===== src/rtl/proc_control.sv =====
// Instruction-sequencing control for the multicycle processor: latches a 9-bit
// instruction, steps T0..T3 and emits per-cycle datapath strobes.
module proc_control #(
  parameter int DW = 16  // DIN width, must be >= 9; instruction sits in the top 9 bits
) (
  input  logic          Clock,
  input  logic          Reset,
  input  logic          Run,
  input  logic [DW-1:0] DIN,
  output logic [2:0]    RinSel,
  output logic          RinEn,
  output logic [2:0]    RoutSel,
  output logic          RoutEn,
  output logic          IRin,
  output logic          DINout,
  output logic          Ain,
  output logic          Gin,
  output logic          Gout,
  output logic          AddSub,
  output logic          Done,
  output logic [2:0]    Opcode,
  output logic [1:0]    dbg_state
);

  typedef enum logic [1:0] {T0 = 2'd0, T1 = 2'd1, T2 = 2'd2, T3 = 2'd3} state_t;

  state_t     state, state_next;
  logic [8:0] ir;
  logic [2:0] iii, xxx, yyy;

  assign iii = ir[8:6];
  assign xxx = ir[5:3];
  assign yyy = ir[2:0];

  always_ff @(posedge Clock) begin
    if (Reset) begin
      state <= T0;
      ir    <= 9'd0;
    end else begin
      state <= state_next;
      if (state == T0 && Run) ir <= DIN[DW-1 -: 9];
    end
  end

  // Outputs depend only on state and IR (plus Run for IRin); Reset masks them all.
  always_comb begin
    state_next = state;
    RinSel     = 3'd0;
    RinEn      = 1'b0;
    RoutSel    = 3'd0;
    RoutEn     = 1'b0;
    IRin       = 1'b0;
    DINout     = 1'b0;
    Ain        = 1'b0;
    Gin        = 1'b0;
    Gout       = 1'b0;
    AddSub     = 1'b0;
    Done       = 1'b0;
    Opcode     = iii;
    dbg_state  = state;
    case (state)
      T0: begin
        IRin       = Run;
        state_next = Run ? T1 : T0;
      end
      T1: begin
        state_next = T0;
        case (iii)
          3'b000: begin
            RoutSel = yyy;
            RoutEn  = 1'b1;
            RinSel  = xxx;
            RinEn   = 1'b1;
            Done    = 1'b1;
          end
          3'b001: begin
            DINout = 1'b1;
            RinSel = xxx;
            RinEn  = 1'b1;
            Done   = 1'b1;
          end
          3'b010, 3'b011: begin
            RoutSel    = xxx;
            RoutEn     = 1'b1;
            Ain        = 1'b1;
            state_next = T2;
          end
          default: Done = 1'b1;  // reserved opcodes retire as NOP
        endcase
      end
      T2: begin
        RoutSel    = yyy;
        RoutEn     = 1'b1;
        Gin        = 1'b1;
        AddSub     = iii[0];
        state_next = T3;
      end
      T3: begin
        Gout       = 1'b1;
        RinSel     = xxx;
        RinEn      = 1'b1;
        Done       = 1'b1;
        state_next = T0;
      end
      default: state_next = T0;
    endcase
    if (Reset) begin
      RinSel    = 3'd0;
      RinEn     = 1'b0;
      RoutSel   = 3'd0;
      RoutEn    = 1'b0;
      IRin      = 1'b0;
      DINout    = 1'b0;
      Ain       = 1'b0;
      Gin       = 1'b0;
      Gout      = 1'b0;
      AddSub    = 1'b0;
      Done      = 1'b0;
      Opcode    = 3'd0;
      dbg_state = 2'd0;
    end
  end

endmodule


===== config.mk =====
export PLATFORM = sky130hd
export DESIGN_NAME = proc_control
export DESIGN_NICKNAME = d
export VERILOG_FILES = /design/src/rtl/proc_control.sv
export SDC_FILE = /design/constraint.sdc
export NUM_CORES = 1
export LEC_CHECK = 0
export ABC_CLOCK_PERIOD_IN_PS = 1700
export CORE_MARGIN = 2
export CORE_UTILIZATION = 38
export CTS_BUF_LIST = sky130_fd_sc_hd__clkbuf_2
export DETAILED_ROUTE_END_ITERATION = 10
export PLACE_DENSITY = 0.85
export REMOVE_ABC_BUFFERS = 1
export SLEW_MARGIN = 25
export SYNTH_ARGS = -nofsm -noshare
export SYNTH_HDL_FRONTEND = slang
export SYNTH_SLANG_ARGS = --single-unit

===== constraint.sdc =====
create_clock -name Clock -period 1.7 [get_ports Clock]
set_input_delay 0.34 -clock Clock [delete_from_list [all_inputs] [get_ports Clock]]
set_output_delay 0.34 -clock Clock [all_outputs]
set_load 0.05 [all_outputs]

==> flow_summary.json, run 1 <==
{
  "first-error": "[ERROR DPL-0033] detailed placement checks failed during check placement.",
  "start_util_pct": 41.73,
  "synth_xor_area_share_pct": 0,
  "row_count": 14,
  "die_w_um": 45.38,
  "yosys.area_share.adder_pct": 9.615,
  "synth.area.mux_share_pct": 1.538,
  "io_pins": 39,
  "yosys_warnings": 0,
  "status": "did not finish",
  "gp_congestion": 0.8488,
  "hold_buffers": 0,
  "ys_seq_elements": 11,
  "ctsHtreeMaxLevel": 1,
  "synth_top_family_by_area": "simple AND/OR/NAND/NOR gates",
  "io_buffers": 31,
  "synth.avg_cell_area_um2": 7.839,
  "postCtsSetupRepairBufs": 7,
  "synth.distinct_cells": 20,
  "cts_root_buffer": "clkbuf_2",
  "dp_cells": 145,
  "syn_inst": 83,
  "synthSimpleGateAreaFrac_pct": 30.58,
  "place_area_mm2": 0.001316,
  "post_cts_resized": 50,
  "synth-seq-area-share_pct": 33.85,
  "dieHeight_um": 45.38,
  "cts-buffers-inserted": 3,
  "hpwl_mm": 1.764,
  "stop_stage": "clock tree synthesis (4_1_cts)",
  "synth_compound_area_share_pct": 19.62,
  "cts_max_path_buffers": 2,
  "netlist_area_um2": 650.6,
  "clock_sinks": 11
}
kinds of logic after synthesis:
group,Yosys count
AO/OA/AOI/OAI,20
adder cells (fa/ha/maj),5
buffers and inverters,8
flip-flops,11
multiplexers,1
AND/OR/NAND/NOR,38
Yosys cell counts, drive strengths merged:
cell type,number,area [um2]
nand2,16,60.06
a21oi,11,66.32
dfxtp,11,220.2
nor2,7,26.28
and2,5,31.28
ha,5,62.56
inv,5,18.77
nor2b,4,25.02
o21ai,4,20.02
o22a,4,35.03
clkbuf,2,7.510
nand2b,2,12.51
a31oi,1,6.260
and2b,1,7.510
and3b,1,10.01
buf,1,5.000
mux2i,1,10.01
nor4b,1,15.01
or3b,1,11.26
per-stage QoR:
step	setup WS, ps	utilization, %
3_5_place_dp	-230.0	84.43
2_1_floorplan	-506.2	-
3_3_place_gp	-172.9	84.43
==> run 2, diff against run 1 <==
Settings changed: CORE_AREA set to 2 2 63 65, CORE_MARGIN 2 to not set, CORE_UTILIZATION 38 to not set, CTS_BUF_LIST sky130_fd_sc_hd__clkbuf_2 to not set, DIE_AREA set to 0 0 65 67, PLACE_DENSITY 0.85 to not set, PLACE_DENSITY_LB_ADDON set to 0.15.
==> run 2 against run 1 <==
The flow now finishes, with violations (negative setup slack). Synthesized cell count stayed put. Area after synthesis did not move.
==> flow_summary.json, run 2 <==
{
  "status": "finished with violations",
  "violations": "negative setup slack",
  "ys_seq_elements": 11,
  "synthTopCellsByCount": "nand2_1 (16), dfxtp_1 (11), a21oi_1 (10)",
  "hold_viol": 0,
  "row_count": 22,
  "cts_root_buffer": "clkbuf_8",
  "fin_cells": 184,
  "yosys_warnings": 0,
  "synth-edff-count": 0,
  "cts_tree": "built",
  "insertion_delay_ps": 240,
  "ant_nets": 0,
  "yosys-top-cells-area": "dfxtp_1 (34%), ha_1 (9.6%), nand2_1 (9.2%)",
  "firstDrtPassIters": 4,
  "finClkSkew_ps": 6.207,
  "antenna_found_initial": 0,
  "die_area_mm2": 0.004355,
  "synth.top_cell.area_share_pct": 33.85,
  "p_comb_share_pct": 41.2,
  "drive_above_1_share_pct": 53.68,
  "pre_cts_ws_ps": -207.6,
  "reg_top3": "ir x9, state x1",
  "netlist_area_um2": 650.6,
  "p_int_uw": 654.9,
  "min_period_ps": 2005,
  "io_pins": 39,
  "synth.distinct_cells": 20,
  "wl_per_cell_um": 11.76,
  "crit_arrival_ps": 1670,
  "final_cell_mix": "buf_12 (20), buf_4 (18), nand2_1 (15), clkdlybuf4s50_1 (10), dfxtp_1 (9)",
  "min_period_over_period_pct": 118.0,
  "ir_drop_v": 0.0002683,
  "worstMarginPinSlew_ps": 279.5,
  "async_reset_ff_share_pct": 0,
  "routed_wl_mm": 2.164,
  "gp_congestion": 0.7533,
  "grt_start_max_net_pins": 10,
  "grt_setup_unrepaired": "yes",
  "synth_top_area_cell": "dfxtp_1",
  "fill_cells": 362,
  "synth_flop_cell": "dfxtp_1",
  "grt_pass1_vias": 737,
  "hpwl_mm": 1.695,
  "vias": 750,
  "synth.avg_cell_area_um2": 7.839,
  "clk_pin_slew_ps": 50,
  "grt_overflow": 0,
  "syn_to_final_growth_pct": 138.8,
  "power_leakage_nw": 0.6155,
  "drt_iter0_markers": 10,
  "syn_inst": 83,
  "layout_commonest_cell": "buf_12",
  "end_kind": "output pin",
  "cts-buffers-inserted": 3,
  "drv_cap": 0,
  "cts_max_path_buffers": 2,
  "regMostFlops": "ir",
  "worstPathMaxFanout": 4,
  "grt_util_all_layers_pct": 10.77,
  "drc": 0,
  "crit_type": "register to output pin",
  "start_util_pct": 18.04,
  "p_sw_share_pct": 32.85,
  "setup_slack_ps": -305.3,
  "n_antenna_cell": 0,
  "drv_slew": 0,
  "worst_ep_required_time_ps": 1360,
  "dieHeight_um": 67,
  "setup_viol": 12,
  "final_core_util_pct": 43.10,
  "grt_pass1_wl_mm": 3.415,
  "powerDensity_mw_per_mm2": 627.7,
  "dp_cells": 176,
  "p_switching_uw": 320.5,
  "hp-class": "register to register",
  "synth.most_common_cell": "nand2_1",
  "clock_sinks": 11,
  "crit_path_start_kind": "register",
  "coreArea_mm2": 0.003606,
  "slew_headroom_pct": 81.32,
  "io_buffers": 31,
  "p_seq_share_pct": 31.3,
  "largest_reg_flops": 9,
  "p_clk_share_pct": 27.4,
  "die_w_um": 65,
  "fmax_mhz": 498.7,
  "vias_per_cell": 4.076,
  "ctsHtreeMaxLevel": 1,
  "fin_nets": 161,
  "synth-seq-area-share_pct": 33.85
}
## run 2: cell counts after synthesis
Identical to the previous run, type by type.
## run 2: area by class of cell
| type | instances | area (um2) | area share [%] |
|---|---|---|---|
| multi-input cells | 64 | 523.0 | 33.66 |
| flip-flops and latches | 11 | 225.2 | 14.49 |
| clock buffers | 4 | 45.04 | 2.899 |
| well taps | 48 | 60.06 | 3.865 |
| inverters | 5 | 22.52 | 1.449 |
| repair buffers | 52 | 678.2 | 43.64 |
## run 2: kinds of logic (layout without fill, tap and decap cells)
logic type               after synthesis  count (layout)  share of synthesized area, %
AND/OR/NAND/NOR                       38              38                         30.58
AO/OA/AOI/OAI                         20              20                         19.62
flip-flops                            11              11                         33.85
buffers and inverters                  8              61                         4.808
adder cells (fa/ha/maj)                5               5                         9.615
multiplexers                           1               1                         1.539
## run 2: worst paths after layout
kind	cells past startpoint	slack (ps)	to	from
worst min-delay path	2	450	ir[0]	ir[0]
worst max-delay path	6	-310	RinSel[0]	register
worst min register to register	2	450	ir[0]	ir[0]
worst max register to register	7	240	register	register
## run 2: what timing repair did
| item | in CTS | in global routing |
|---|---|---|
| endpoints found under the setup margin | 20 | 17 |
| hold buffers | 0 | 0 |
| pin swaps | 8 | 2 |
| buffers inserted | 3 | 2 |
| gates cloned | 0 | 0 |
| resized for setup | 28 | 10 |
## run 2: metal layers
layer	vias up	track usage [%]	part of all wire (%)
met3	4	3.041	6.8
met4	0	4.787	1.2
met1	339	13.04	44
met2	28	17.65	48
met5	-	0	0
li1	379	-	-
## run 2: critical path, cell delays in order, from the launching register on
cell and delay (ps):
dfxtp_2 320, inv_2 80, ha_4 140, or3b_4 390, a21oi_4 180, and2_4 180, buf_12 130
## run 2: stage by stage
| stage | TNS, ps | power, mW | hold slack [ps] | instance area [um2] |
|---|---|---|---|---|
| finish | -2370 | 0.9754 | 454.4 | 1554 |
| global route | -3192 | 1.015 | 478.0 | 1554 |
| CTS | -2536 | 0.9697 | 455.9 | 1514 |
| detailed placement | -2319 | 0.6478 | 447.4 | 1336 |
| global placement | -2249 | 0.6428 | 446.4 | 1336 |
| floorplan | -4262 | 0.4587 | 409.1 | 638.1 |
## run 2: power by group through the flow
stage          Sequential [mW]  Combinational, mW  Clock [mW]
2_1_floorplan            0.303              0.156           0
3_3_place_gp             0.307              0.335           0
3_5_place_dp             0.309              0.339           0
4_1_cts                  0.306              0.387       0.276
5_1_grt                  0.309              0.427       0.278
6_report                 0.306              0.402       0.268
(Power assumes the default switching activity.)
==> run 3, diff against run 2 <==
Settings changed: CTS_CLUSTER_DIAMETER set to 200, TNS_END_PERCENT set to 100.
==> results of run 3 <==
Same layout as run 2: the final DEF is identical, and so are final timing and power.
